## src/rtl/cmd_queue_sched_if.sv

```systemverilog
// Producer/consumer signal bundle for the command-queue write scheduler.
// The master side drives requests and queue feedback; the slave side is the scheduler.
interface cmd_queue_sched_if #(
    parameter int DATA_W = 30,
    parameter int CNT_W  = 5
) ();
    logic              fetch_valid;
    logic [DATA_W-1:0] fetch_data;
    logic              fetch_ready;
    logic              dbg_valid;
    logic [DATA_W-1:0] dbg_data;
    logic              dbg_ready;
    logic              dbg_prio;
    logic              q_rd_done;
    logic              flush;
    logic              q_wr_en;
    logic [DATA_W-1:0] q_wr_data;
    logic              q_clear;
    logic [CNT_W-1:0]  occupancy;
    logic              full;
    logic              err_underflow;

    modport master (
        output fetch_valid, fetch_data, dbg_valid, dbg_data, dbg_prio, q_rd_done, flush,
        input  fetch_ready, dbg_ready, q_wr_en, q_wr_data, q_clear, occupancy, full,
               err_underflow
    );

    modport slave (
        input  fetch_valid, fetch_data, dbg_valid, dbg_data, dbg_prio, q_rd_done, flush,
        output fetch_ready, dbg_ready, q_wr_en, q_wr_data, q_clear, occupancy, full,
               err_underflow
    );
endinterface

```

## src/rtl/cmd_queue_sched.sv

```systemverilog
// Write-side scheduler for the FETCH->DECODE command queue: arbitrates fetch vs debug
// onto the single write port, tracks occupancy as credits and sequences flushes.
module cmd_queue_sched #(
    parameter int DATA_W     = 30,
    parameter int DEPTH      = 16,
    parameter int CNT_W      = 5,
    parameter int SETTLE_CYC = 2
) (
    input logic               clk,
    input logic               reset,
    cmd_queue_sched_if.slave  bus
);
    localparam int SET_W = (SETTLE_CYC > 1) ? $clog2(SETTLE_CYC) : 1;
    localparam logic [CNT_W-1:0] DEPTH_C  = CNT_W'(DEPTH);
    localparam logic [SET_W-1:0] SETTLE_C = SET_W'(SETTLE_CYC - 1);

    typedef enum logic [1:0] {RUN, FULL, FLUSH, SETTLE} state_t;

    state_t            state, state_next;
    logic              last_dbg;
    logic [SET_W-1:0]  settle_cnt;
    logic              grant_fetch, grant_dbg, xfer, pop, dec, underflow;
    logic [CNT_W-1:0]  occ, occ_next;
    logic              wr_en;
    logic [DATA_W-1:0] wr_data;
    logic              err;

    // Flush and reset mask the readies in the same cycle, so no transfer can slip through.
    always_comb begin
        grant_fetch = 1'b0;
        grant_dbg   = 1'b0;
        if (!reset && !bus.flush && state == RUN && occ < DEPTH_C) begin
            if (bus.fetch_valid && bus.dbg_valid) begin
                if (bus.dbg_prio || !last_dbg) grant_dbg   = 1'b1;
                else                           grant_fetch = 1'b1;
            end else begin
                grant_fetch = bus.fetch_valid;
                grant_dbg   = bus.dbg_valid;
            end
        end
    end

    assign xfer      = grant_fetch | grant_dbg;
    assign pop       = bus.q_rd_done & ~bus.flush;
    assign dec       = pop && (occ != '0);
    assign underflow = pop && (occ == '0);
    assign occ_next  = occ + CNT_W'(xfer) - CNT_W'(dec);

    always_comb begin
        state_next = state;
        case (state)
            RUN:     if (occ_next == DEPTH_C) state_next = FULL;
            FULL:    if (pop) state_next = RUN;
            FLUSH:   state_next = SETTLE;
            SETTLE:  if (settle_cnt == '0) state_next = RUN;
            default: state_next = RUN;
        endcase
        if (bus.flush) state_next = FLUSH;
    end

    always_ff @(posedge clk) begin
        if (reset) begin
            state      <= RUN;
            last_dbg   <= 1'b1;
            settle_cnt <= '0;
            wr_en      <= 1'b0;
            wr_data    <= '0;
            occ        <= '0;
            err        <= 1'b0;
        end else begin
            state <= state_next;
            wr_en <= xfer;
            if (xfer) begin
                wr_data  <= grant_dbg ? bus.dbg_data : bus.fetch_data;
                last_dbg <= grant_dbg;
            end
            occ <= bus.flush ? '0 : occ_next;
            if (underflow) err <= 1'b1;
            // Reloading in FLUSH means a flush during SETTLE restarts the full settle window.
            if (state == FLUSH)
                settle_cnt <= SETTLE_C;
            else if (state == SETTLE && settle_cnt != '0)
                settle_cnt <= settle_cnt - 1'b1;
        end
    end

    assign bus.fetch_ready   = grant_fetch;
    assign bus.dbg_ready     = grant_dbg;
    assign bus.q_wr_en       = wr_en;
    assign bus.q_wr_data     = wr_data;
    assign bus.q_clear       = (state == FLUSH);
    assign bus.occupancy     = occ;
    assign bus.full          = (occ == DEPTH_C);
    assign bus.err_underflow = err;
endmodule
```

## src/flat_wrapper.sv

```systemverilog
// flat-port wrapper written by rule: the top's interface ports become plain ports
module cmd_queue_sched_flat 
#(
    parameter int DATA_W     = 30,
    parameter int DEPTH      = 16,
    parameter int CNT_W      = 5,
    parameter int SETTLE_CYC = 2
)
  (clk, reset, bus_fetch_valid, bus_fetch_data, bus_dbg_valid, bus_dbg_data, bus_dbg_prio, bus_q_rd_done, bus_flush, bus_fetch_ready, bus_dbg_ready, bus_q_wr_en, bus_q_wr_data, bus_q_clear, bus_occupancy, bus_full, bus_err_underflow);
  cmd_queue_sched_if #(.DATA_W(DATA_W), .CNT_W(CNT_W)) bus_i ();
  input logic clk;
  input logic reset;
  input wire logic [$bits(bus_i.fetch_valid)-1:0] bus_fetch_valid;
  input wire logic [$bits(bus_i.fetch_data)-1:0] bus_fetch_data;
  input wire logic [$bits(bus_i.dbg_valid)-1:0] bus_dbg_valid;
  input wire logic [$bits(bus_i.dbg_data)-1:0] bus_dbg_data;
  input wire logic [$bits(bus_i.dbg_prio)-1:0] bus_dbg_prio;
  input wire logic [$bits(bus_i.q_rd_done)-1:0] bus_q_rd_done;
  input wire logic [$bits(bus_i.flush)-1:0] bus_flush;
  output wire logic [$bits(bus_i.fetch_ready)-1:0] bus_fetch_ready;
  output wire logic [$bits(bus_i.dbg_ready)-1:0] bus_dbg_ready;
  output wire logic [$bits(bus_i.q_wr_en)-1:0] bus_q_wr_en;
  output wire logic [$bits(bus_i.q_wr_data)-1:0] bus_q_wr_data;
  output wire logic [$bits(bus_i.q_clear)-1:0] bus_q_clear;
  output wire logic [$bits(bus_i.occupancy)-1:0] bus_occupancy;
  output wire logic [$bits(bus_i.full)-1:0] bus_full;
  output wire logic [$bits(bus_i.err_underflow)-1:0] bus_err_underflow;
  assign bus_i.fetch_valid = bus_fetch_valid;
  assign bus_i.fetch_data = bus_fetch_data;
  assign bus_i.dbg_valid = bus_dbg_valid;
  assign bus_i.dbg_data = bus_dbg_data;
  assign bus_i.dbg_prio = bus_dbg_prio;
  assign bus_i.q_rd_done = bus_q_rd_done;
  assign bus_i.flush = bus_flush;
  assign bus_fetch_ready = bus_i.fetch_ready;
  assign bus_dbg_ready = bus_i.dbg_ready;
  assign bus_q_wr_en = bus_i.q_wr_en;
  assign bus_q_wr_data = bus_i.q_wr_data;
  assign bus_q_clear = bus_i.q_clear;
  assign bus_occupancy = bus_i.occupancy;
  assign bus_full = bus_i.full;
  assign bus_err_underflow = bus_i.err_underflow;
  cmd_queue_sched #(.DATA_W(DATA_W), .DEPTH(DEPTH), .CNT_W(CNT_W), .SETTLE_CYC(SETTLE_CYC)) u_core (.clk(clk), .reset(reset), .bus(bus_i));
endmodule
```

## config.mk

```make
export PLATFORM = sky130hd
export DESIGN_NAME = cmd_queue_sched_flat
export DESIGN_NICKNAME = d
export VERILOG_FILES = /design/src/rtl/cmd_queue_sched_if.sv /design/src/rtl/cmd_queue_sched.sv /design/src/flat_wrapper.sv
export SDC_FILE = /design/constraint.sdc
export NUM_CORES = 1
export LEC_CHECK = 0
export ABC_CLOCK_PERIOD_IN_PS = 4000
export CELL_PAD_IN_SITES_DETAIL_PLACEMENT = 0
export CELL_PAD_IN_SITES_GLOBAL_PLACEMENT = 2
export CORE_ASPECT_RATIO = 0.7
export CORE_UTILIZATION = 22
export CTS_CLUSTER_SIZE = 24
export DETAILED_ROUTE_END_ITERATION = 7
export GPL_TIMING_DRIVEN = 0
export PLACE_DENSITY = 0.86
export SYNTH_ARGS = -nofsm -noshare
export SYNTH_HDL_FRONTEND = slang
export SYNTH_SLANG_ARGS = --single-unit
```

## constraint.sdc

```tcl
create_clock -name clk -period 4 [get_ports clk]
set_clock_uncertainty 0.1 [all_clocks]
set_input_delay 1 -clock clk [delete_from_list [all_inputs] [get_ports clk]]
set_output_delay 1 -clock clk [all_outputs]
set_load 0.1 [all_outputs]
```

# Yosys cells after proc, flatten, opt, wreduce, memory -nomap -nowiden
# Index checks and enable logic that the tools add are counted.
word_totals:
  reg_bits: 41
  inputBits: 67
  output_inout_bits: 41
  wordCells: 58
classes:
  addsub: 3
  magnitude_cmp: 1
  n_eq_ne: 11
  mux: 14
  bitwise_logic: 3
  reduce_logical: 18
op_table:
  columns: ["cell", "n"]
  rows:
  - ["2-to-1 mux 30 bit", 1]
  - ["== test 5 bit, second input constant", 2]
  - ["2-to-1 mux 1 bit", 8]
  - ["2-to-1 mux 2 bit", 4]
  - ["case mux 2 bit (4 select lines)", 1]
  - ["logical AND 1 bit", 7]
  - ["inequality test 3 bit, second input constant", 2]
  - ["AND reduction 3 bit", 2]
  - ["adder 5 x 1 -> 5 bit", 1]
  - ["logical NOT 5 bit", 1]
  - ["< comparator 5 bit, second input constant", 1]
  - ["nonzero test 5 bit", 1]
  - ["subtractor 5 x 1 -> 5 bit", 1]
  - ["== test 2 bit, second input constant", 2]
  - ["inequality test 2 bit, second input constant", 2]
  - ["logical NOT 1 bit", 3]
  - ["inequality test 3 x 2 -> 1 bit, second input constant", 1]
  - ["== test 2 x 1 -> 1 bit, second input constant", 1]
  - ["logical NOT 2 bit", 1]
  - ["inequality test 2 x 1 -> 1 bit, second input constant", 1]
  - ["nonzero test 2 bit", 1]
  - ["OR reduction 2 bit", 1]
  - ["bitwise AND 1 bit", 1]
  - ["logical OR 1 bit", 1]
  - ["3 further kinds", 3]

# Longest topological paths before layout
# Gate-level depths: netlist of the first run.
logic_depth:
  word_depth: 12
  mapped_depth: 12
  ltp_nobuf: 12

# Worst setup path after synthesis of the first run
# No wires, ideal clock.
synth_timing:
  path_type: "input-to-output"
  from: "in bus_flush"
  to: "out bus_fetch_ready"
  arrival_time_ns: 3.327
  t_required_ns: 2.900
  slack_ns: -0.427
  stages: 4
  path_cell_list: "or2_1 or3_4 or2_0 a21oi_1"
synth_via:
  elab_chain_cells: 5
synth_rtl:
  columns: ["element", "line", "rtl"]
  rows:
  - ["start, declared", "flat_wrapper.sv:19", "input wire logic [$bits(bus_i.flush)-1:0] bus_flush;"]
  - ["logical NOT 1 bit", "cmd_queue_sched.sv:32", "if (!reset && !bus.flush && state == RUN && occ < DEPTH_C) begin"]
  - ["logical AND 1 bit (3 in series)", "cmd_queue_sched.sv:32", null]
  - ["2-to-1 mux 1 bit", "cmd_queue_sched.sv:32", null]
  - ["end, declared", "flat_wrapper.sv:20", "output wire logic [$bits(bus_i.fetch_ready)-1:0] bus_fetch_ready;"]
# Every way passes these cells.

# Final worst setup path of the first run
# Ends and elaborated chain as after synthesis.

==> results of run 1 <==
## power by group
part	total, mW	internal [mW]	leakage (nW)	switching (mW)
logic	0.669	0.219	0.960	0.450
clock network	0.381	0.229	0.0706	0.152
registers	0.483	0.454	0.335	0.0288
total	1.53	0.901	1.37	0.631
## through the flow
step	TNS, ps	hold WS, ps
after floorplan	0	377
after global placement	-1980	357
after detailed placement	-1940	362
after CTS	0	374
after global routing	0	385
final	0	370
## state kept, by name, summed over array words and instances, names as in the netlist
name and flops:
u_core.bus.err_underflow 1, u_core.bus.occupancy 5, u_core.bus.q_wr_en 1, u_core.settle_cnt 1, u_core.state 2, u_core.bus.q_wr_data 30
u_core.last_dbg 1
## worst max path at each step
stage,startpoint,endpoint,slack (ps),depth (start not counted)
6_report,bus_flush,bus_fetch_ready,110,6
3_3_place_gp,reset,bus_fetch_ready,-980,6
5_1_grt,bus_flush,bus_fetch_ready,40,6
4_1_cts,bus_flush,bus_fetch_ready,100,6
2_1_floorplan,bus_flush,bus_fetch_ready,190,4
3_5_place_dp,reset,bus_fetch_ready,-970,6
## kinds of logic (layout without fill, tap and decap cells)
kind of cell,after synthesis,in the layout,share of synthesized area [%]
multiplexers,61,61,29.4
AND/OR/NAND/NOR,57,57,16.8
flip-flops,41,41,39.5
buffers and inverters,20,135,4.33
AO/OA/AOI/OAI,14,14,4.21
adder cells (fa/ha/maj),7,7,4.57
XOR/XNOR,3,3,1.26
## repair_timing
| action | CTS | global route |
|---|---|---|
| hold buffers | 0 | 0 |
| gates resized for setup | 13 | 0 |
| endpoints found under the setup margin | 2 | 0 |
## worst register-to-register path, cell delays in order, from the launching register on
cell	delay, ps
dfxtp_1	330
inv_1	80
ha_1	150
nor4b_1	500
nor3b_1	130
ha_1	300
inv_1	40
ha_1	210
fa_1	410
and3b_1	190
or4_1	530
a41oi_1	250
a211oi_1	70
## layout by cell type (no fill, tap or decap), types with 2 or more instances in the layout
| cell type | synthesis | layout |
|---|---|---|
| ha_1 | 6 | 6 |
| clkinv_2 | 0 | 2 |
| o21ai_1 | 2 | 2 |
| clkdlybuf4s50_1 | 0 | 104 |
| dfxtp_1 | 41 | 41 |
| o21ai_0 | 2 | 2 |
| mux2i_1 | 61 | 61 |
| nor2_1 | 10 | 9 |
| inv_1 | 11 | 11 |
| or2_1 | 2 | 2 |
| buf_2 | 3 | 4 |
| buf_4 | 3 | 3 |
| xnor2_1 | 2 | 2 |
| clkbuf_1 | 3 | 4 |
| clkbuf_16 | 0 | 5 |
| nand2b_1 | 31 | 31 |
| a21oi_1 | 4 | 3 |
| and2_1 | 3 | 3 |
## per-layer routing
layer	GRT usage (%)	routed length (um)	part of all wire, %
met4	3.15	29	0.53
met5	0	0	0
met2	17.6	2330	43
met3	4.74	508	9.4
met1	14.3	2560	47
## area by class of cell
| type | instances | area [sq um] | share of cell area (%) |
|---|---|---|---|
| Multi-Input combinational cell | 142 | 1170 | 34.1 |
| Timing Repair Buffer | 107 | 1070 | 30.9 |
| Sequential cell | 41 | 821 | 23.8 |
| Tap cell | 124 | 155 | 4.50 |
| Clock buffer | 6 | 129 | 3.74 |
| Buffer | 9 | 48.8 | 1.42 |
| Inverter | 11 | 41.3 | 1.20 |
| Clock inverter | 2 | 10.0 | 0.290 |
==> results_dict.tcl, run 1 <==
set metrics [dict create \
    status "finished clean" \
    slowest_delay_ps 460 \
    worst_slew_pin_slew_ps 998 \
    r2r-end "u_core.state[0]" \
    r2r_setup_slack_ps 600 \
    cp-start-kind "input pin" \
    firstDrtPassIters 4 \
    drive_above_1_share_pct 5.97 \
    synth_ff_type "dfxtp_1" \
    place_congestion 0.726 \
    rows 29 \
    globalRouteTotalUtil_pct 11.3 \
    critPathCaptureType "primary output" \
    crit_path_top_delay_cell "clkdlybuf4s50_1" \
    synth_cell_types 34 \
    path_clk_slew_ps 60 \
    yosysSeqAreaShare_pct 39.5 \
    fin_crit_ps 3890 \
    clock_sinks 41 \
    holdPathStages 2 \
    finalPower_mw 1.53 \
    die_w_um 118 \
    yosys-top-cells-count "mux2i_1, dfxtp_1, nand2b_1" \
    antenna_found_initial 0 \
    stdcell_count 442 \
    critPathBufInv 2 \
    cp_top_family "simple AND/OR/NAND/NOR gates" \
    dpl.cell_count 434 \
    hold_class "reg -> reg" \
    reg2reg_depth 12 \
    n_fill_cell 919 \
    rsz0062_at_grt "false" \
    io_pins 108 \
    leakagePower_nw 1.37 \
    syn2layout_area_growth_pct 65.7 \
    die_y_um 83.3 \
    wl_per_cell_um 12.3 \
    synth_fp_nets 277 \
    root_buffer "clkbuf_16" \
    worstPathArrival_ps 2790 \
    grt_pass1_vias 1824 \
    max-cap-violations 0 \
    ctsHtreeMaxLevel 2 \
    grt_pass1_wl_um 8840 \
    yosys_warnings 0 \
    place.port_buffers 107 \
    relSlewSlack_pct 33.3 \
    routed_wl_um 5430 \
    rr_startpoint "u_core.bus.occupancy[3]" \
    synth_edf_count 0 \
    fmax_mhz 257 \
    placed_area_sq_um 3310 \
    fin_crit_sh_pct 97.3 \
    pre_cts_slack_ps -973 \
    fin_area_sq_um 3450 \
    hpwl_um 4310 \
    synth_top_area_cell "dfxtp_1" \
    drv_slew 0 \
    fin_util_pct 37.8 \
    setup_viol 0 \
    drtAntennaViolNets 0 \
    crit_type "in -> out" \
    min_from "u_core.bus.q_wr_data[20]" \
    core_area_sq_um 9110 \
    cp_cell_sequence "clkdlybuf4s50_1 > or2_1 > or3_4 > or2_0 > a21oi_2 > buf_6" \
    num_vias 1755 \
    cts_setup_buffers 0 \
    routed_via_density 3.97 \
    worst_skew_pair.late_latency_ps 280 \
    path_max_fanout 5 \
    ys_top_cells_by_area "dfxtp_1, mux2i_1, nand2b_1" \
    peakVddDrop_v 0.000140 \
    critPathRequiredTime_ps 2900 \
    drt_iter0_drc 38 \
    fin_nets 391 \
    grt_max_degree 13 \
    cts_tree "yes" \
    synth_top_area_share_pct 39.5 \
    drc 0 \
    async_flop_share_pct 0 \
    die_area_sq_um 9850 \
    hold-path-endpoint "u_core.bus.q_wr_data[20]" \
    yosysMostFrequentCell "mux2i_1" \
    ys_ff_latch 41 \
    hold_violations 0 \
    power_density_nw_per_um2 445 \
    overflow 0 \
    tritoncts.num_buffers 5 \
    diodes 0 \
    start_util_pct 22.8 \
    setup_ws_ps 107 \
    cts.path.max_buffers 2 \
    synth.avg_cell_area_sq_um 10.2 \
    synthesis.area_sq_um 2080 \
    synthCells 203 \
]
Power figures use the tool's default switching activity.
==> inputs of run 2 (changes only) <==
--- a/config.mk
+++ b/config.mk
@@ -5,7 +5,7 @@
 export SDC_FILE = /design/constraint.sdc
 export NUM_CORES = 1
 export LEC_CHECK = 0
-export ABC_CLOCK_PERIOD_IN_PS = 4000
+export ABC_CLOCK_PERIOD_IN_PS = 3600
 export CELL_PAD_IN_SITES_DETAIL_PLACEMENT = 0
 export CELL_PAD_IN_SITES_GLOBAL_PLACEMENT = 2
 export CORE_ASPECT_RATIO = 0.7
==> constraint.sdc (replaced) <==
create_clock -name clk -period 3.6 [get_ports clk]
set_clock_uncertainty 0.1 [all_clocks]
set_input_delay 0.9 -clock clk [delete_from_list [all_inputs] [get_ports clk]]
set_output_delay 0.9 -clock clk [all_outputs]
set_load 0.1 [all_outputs]
==> results_dict.tcl, run 2 (synthesized netlist as in run 1, its figures left out) <==
set metrics [dict create \
    place_congestion 0.761 \
    grt_max_degree 13 \
    crit_path_top_delay_cell "or4_1" \
    cp_top_family "simple AND/OR/NAND/NOR gates" \
    fin_crit_sh_pct 96.8 \
    max-cap-violations 0 \
    fin_util_pct 38.6 \
    grt_util_met1_pct 14.4 \
    num_vias 1812 \
    globalRouteMet2Util_pct 17.8 \
    die_area_sq_um 9850 \
    worstPathArrival_ps 3540 \
    routed_via_density 4.10 \
    syn2layout_area_growth_pct 69.0 \
    layout_commonest_cell "clkdlybuf4s50_1" \
    clock_sinks 41 \
    stdcell_count 442 \
    cts_setup_buffers 0 \
    core_area_sq_um 9110 \
    fin_nets 391 \
    finalPower_mw 1.82 \
    slowest_delay_ps 540 \
    met3_usage_pct 4.95 \
    peakVddDrop_v 0.000167 \
    finalSetupTns_ps 0 \
    fmax_mhz 287 \
    place.port_buffers 107 \
    pre_cts_slack_ps -1190 \
    worst_slew_pin_slew_ps 1000 \
    ctsHoldBuffers 0 \
    grt_pass1_vias 1845 \
    power_density_nw_per_um2 519 \
    largest_reg_flops 30 \
    worst_skew_pair.late_latency_ps 280 \
    hold_violations 0 \
    placed_area_sq_um 3310 \
    status "finished clean" \
    cp_common_cell "nor2_4" \
    n_fill_cell 933 \
    critPathBufInv 2 \
    cts.path.max_buffers 2 \
    ctsHtreeMaxLevel 2 \
    tritoncts.num_buffers 5 \
    setup_ws_ps 117 \
    path_clk_slew_ps 60 \
    die_w_um 118 \
    wl_per_cell_um 12.5 \
    firstDrtPassIters 4 \
    die_y_um 83.3 \
    critPathRequiredTime_ps 3650 \
    hold_ws_ps 371 \
    layout_common_cells "clkdlybuf4s50_1, mux2i_1, dfxtp_1" \
    rsz0062_at_grt "false" \
    fin_area_sq_um 3510 \
    drc 0 \
    crit_type "in -> reg" \
    hold_class "reg -> reg" \
    cp-start-kind "input pin" \
    path_max_fanout 10 \
    leakagePower_nw 1.39 \
    root_buffer "clkbuf_16" \
    io_pins 108 \
    relSlewSlack_pct 33.0 \
    rows 29 \
    start_util_pct 22.8 \
    grt-busiest-layer "met2" \
    routed_wl_um 5550 \
    drt_iter0_drc 32 \
    fin_crit_ps 3480 \
    dpl.cell_count 434 \
    grt_pass1_wl_um 8840 \
    setup_viol 0 \
    drtAntennaViolNets 0 \
    globalRouteTotalUtil_pct 11.4 \
    hpwl_um 4350 \
    overflow 0 \
    antenna_found_initial 0 \
    drive_above_1_share_pct 8.49 \
    cp_cell_sequence "clkdlybuf4s50_1 > nor2_4 > nor2_4 > buf_4 > ha_1 > fa_1 > and3b_1 > or4_1 > a41oi_2 > a211oi_1" \
    diodes 0 \
    cts_tree "yes" \
    critPathCaptureType "flop" \
    drv_slew 0 \
]
## run 2: final timing paths
check	from	endpoint	slack, ps	cells past startpoint
max	bus_dbg_valid	u_core.state[0]	120	10
min	u_core.bus.q_wr_data[3]	u_core.bus.q_wr_data[3]	370	2
max reg2reg	u_core.bus.occupancy[2]	u_core.state[0]	280	12
min reg2reg	u_core.bus.q_wr_data[3]	u_core.bus.q_wr_data[3]	370	2
## run 2: cell type report
type,count,area (sq um),area share (%)
multi-input combinational,142,1200,34.3
timing repair buffer,107,1060,30.3
sequential,41,823,23.4
tap,124,155,4.42
clock buffer,7,143,4.06
buffer,9,51.3,1.46
inverter,11,41.3,1.18
clock inverter,1,30.0,0.855
## run 2: report_power, final
part           switching [mW]  internal, mW
Combinational           0.514         0.249
Sequential             0.0326         0.505
Clock                   0.176         0.346
Total                   0.722          1.10
## run 2: per-layer routing
layer	share of wire (%)	wire, um
met1	48	2660
met5	0	0
met4	0.67	37
met2	43	2370
met3	8.7	484
## run 2: worst reg2reg max path, cell delays in order (launching register included)
cell and delay [ps]:
dfxtp_2 340, inv_1 80, ha_1 170, nor4b_2 430
nor3b_2 110, ha_1 290, inv_1 40, ha_1 210
fa_1 400, and3b_1 200, or4_1 540, a41oi_2 230
a211oi_1 70
## run 2: what timing repair did
item | 4_1_cts | 5_1_grt
gates resized for setup | 17 | 7
setup endpoints to repair | 4 | 3
hold endpoints to repair | 0 | 0
==> RTL change: new RTL, config.mk and constraints of run 2 <==
`DATA_W` is set to 30 in 3 places; all go to 15.
--- a/src/rtl/cmd_queue_sched_if.sv
+++ b/src/rtl/cmd_queue_sched_if.sv
@@ -1,7 +1,7 @@
 // Producer/consumer signal bundle for the command-queue write scheduler.
 // The master side drives requests and queue feedback; the slave side is the scheduler.
 interface cmd_queue_sched_if #(
-    parameter int DATA_W = 30,
+    parameter int DATA_W = 15,
     parameter int CNT_W  = 5
 ) ();
     logic              fetch_valid;
--- a/src/rtl/cmd_queue_sched.sv
+++ b/src/rtl/cmd_queue_sched.sv
@@ -1,7 +1,7 @@
 // Write-side scheduler for the FETCH->DECODE command queue: arbitrates fetch vs debug
 // onto the single write port, tracks occupancy as credits and sequences flushes.
 module cmd_queue_sched #(
-    parameter int DATA_W     = 30,
+    parameter int DATA_W     = 15,
     parameter int DEPTH      = 16,
     parameter int CNT_W      = 5,
     parameter int SETTLE_CYC = 2
--- a/src/flat_wrapper.sv
+++ b/src/flat_wrapper.sv
@@ -1,7 +1,7 @@
 // flat-port wrapper written by rule: the top's interface ports become plain ports
 module cmd_queue_sched_flat 
 #(
-    parameter int DATA_W     = 30,
+    parameter int DATA_W     = 15,
     parameter int DEPTH      = 16,
     parameter int CNT_W      = 5,
     parameter int SETTLE_CYC = 2
Interface: changed (resized bus_dbg_data, bus_fetch_data and bus_q_wr_data); port bits go from 108 to 63. No check against the original RTL was run, so the function may have changed too.
==> RTL change against run 2 <==
Sequential power is 35% lower; count of clock-buffer cells in the layout shrank 4; design area fell by 40%; setup slack got worse by 47 ps; sequential cell count decreased by 15; routed wire length decreased by 40%; worst hold slack better by 20 ps; register-to-register slack better by 300 ps; power fell by 43%; area after synthesis decreased by 36%; core utilization down 1.9 points; sequential share of layout area rose by 1.1 points; critical path type is now in -> out; largest cell class unchanged.
==> RTL change: results (changes against run 2) <==
| Metric | Value |
|---|---|
| Outcome | complete, no violations |
| CTS HTree Levels | 1 (-1) |
| Drt wl/cell | 12.00 µm (-4.4%) |
| Final nets | 249 (-36%) |
| Peak supply drop | 0.1961 mV (+17%) |
| CTS clock-pin slew for the worst setup and hold paths | 90 ps (+30 ps) |
| Largest net degree at the start of global routing | 14 (+1) |
| Root Buffer | clkbuf_8 |
| GRT Resource Usage Total | 10.92% (-0.48 points) |
| CP max FO | 8 (-2) |
| Largest register FFs | 15 (-50%) |
| Worst-Margin Slew | 983.9 ps (-18.62 ps) |
| Clock buffer depth | 2 (unchanged) |
| FFs w/ async S/R, synth | 0% (unchanged) |
| Leakage | 0.8421 nW (-39%) |
| First DRT Iteration DRCs | 33 (+3.1%) |
| Synth warn | 0 (unchanged) |
| Synth top area cells | dfxtp_1, mux2i_1, nand3b_1 |
| Initial antenna violation count | 0 (unchanged) |
| Total CTS buffers | 3 (-2) |
| Detailed placement HPWL | 2.637 mm (-39%) |
| Yosys cell types | 33 (-2.9%) |
| Vias in the first global route | 1134 (-39%) |
| Vias | 1165 (-36%) |
| Fill cell count | 592 (-37%) |
| # diodes | 0 (unchanged) |
| GPL Wtd Cong | 0.7656 (+0.66%) |
| Sequential cell area fraction in the yosys report | 38.99% (-0.48 points) |
| Worst Hold Class | reg -> reg |
| IO buf count | 62 (-42%) |
| Share of layout cells above drive strength 1 | 10.84% (+2.3 points) |
| First-pass GRT wire length | 5.409 mm (-39%) |
| Clock latency on the worst-skew pair | 260 ps (-20 ps) |
| Top cells by instance count after synthesis | dfxtp_1, mux2i_1, nand3b_1, o21ai_0, inv_1 |
| Initial DRT Pass Iterations | 4 (unchanged) |
| Post-Syn Nets | 182 (-34%) |
## RTL change: cell count changes in the layout (fill, tap and decap cells not counted), sizes merged, moves of 3 or more
cell           change
and2               -3
o21ai             +14
mux2i             -46
dfxtp             -15
nand2b            -30
nand3b            +15
nor2               -4
clkbuf             -6
clkdlybuf4s50     -43
## RTL change: per-stage QoR
stage               std cells  cell area, µm²  setup WS, ps
CTS                       278            2097         22.54
detailed placement        275            2056        -867.0
global placement          275            2056        -881.5
global route              278            2123         21.82
floorplan                 138            1341         98.54
finish                    278            2123         70.15
## RTL change: layout make-up
cell class,count,area share [%]
Multi-Input combinational cell,92,34.65
Timing Repair Buffer,62,29.58
Sequential cell,26,24.51
Tap cell,75,4.420
Buffer,7,2.593
Inverter,13,2.298
Clock buffer,3,1.945
## RTL change: metal layers
layer	global-route usage, %	up-vias	part of all wire [%]
li1	-	612	-
met1	15.29	523	51
met2	16.25	28	41
met3	3.941	2	7.0
met4	1.705	0	0.75
met5	0	-	0
## RTL change: cells by family (layout without fill, tap and decap cells)
group                    Yosys count  count (layout)  share of synthesized area [%]
flip-flops                        26              26                          38.99
adder cells (fa/ha/maj)            7               7                          7.123
AO/OA/AOI/OAI                     29              29                          13.59
multiplexers                      15              15                          11.25
buffers and inverters             20              85                          7.216
XOR/XNOR                           4               4                          2.625
AND/OR/NAND/NOR                   37              37                          19.21
## RTL change: critical path, cell delays in order
cell and delay, ps:
clkdlybuf4s50_1 470, or2_1 260, buf_6 140, or4_4 440, nor2_4 140, buf_12 180
## RTL change: final timing paths
kind	from	end	slack, ps	cells past startpoint
worst min-delay path	u_core.bus.err_underflow	u_core.bus.err_underflow	390	2
worst min register to register	u_core.bus.err_underflow	u_core.bus.err_underflow	390	2
worst max-delay path	bus_flush	bus_dbg_ready	70	6
worst max register to register	u_core.bus.occupancy[3]	u_core.state[0]	580	13
## RTL change: repair_timing
action | CTS | global route
setup endpoints to repair | 3 | 2
gates cloned | 0 | 0
pin swaps | 0 | 1
gates resized for setup | 14 | 8
setup buffers | 0 | 0
## RTL change: report_power, final
part	switching, W	internal [W]	leakage [nW]	total (W)
Combinational	0.000356	0.000176	0.608	0.000533
Sequential	0.0000290	0.000320	0.213	0.000349
Clock	0.0000877	0.0000749	0.0216	0.000163
Total	0.000473	0.000572	0.842	0.00104
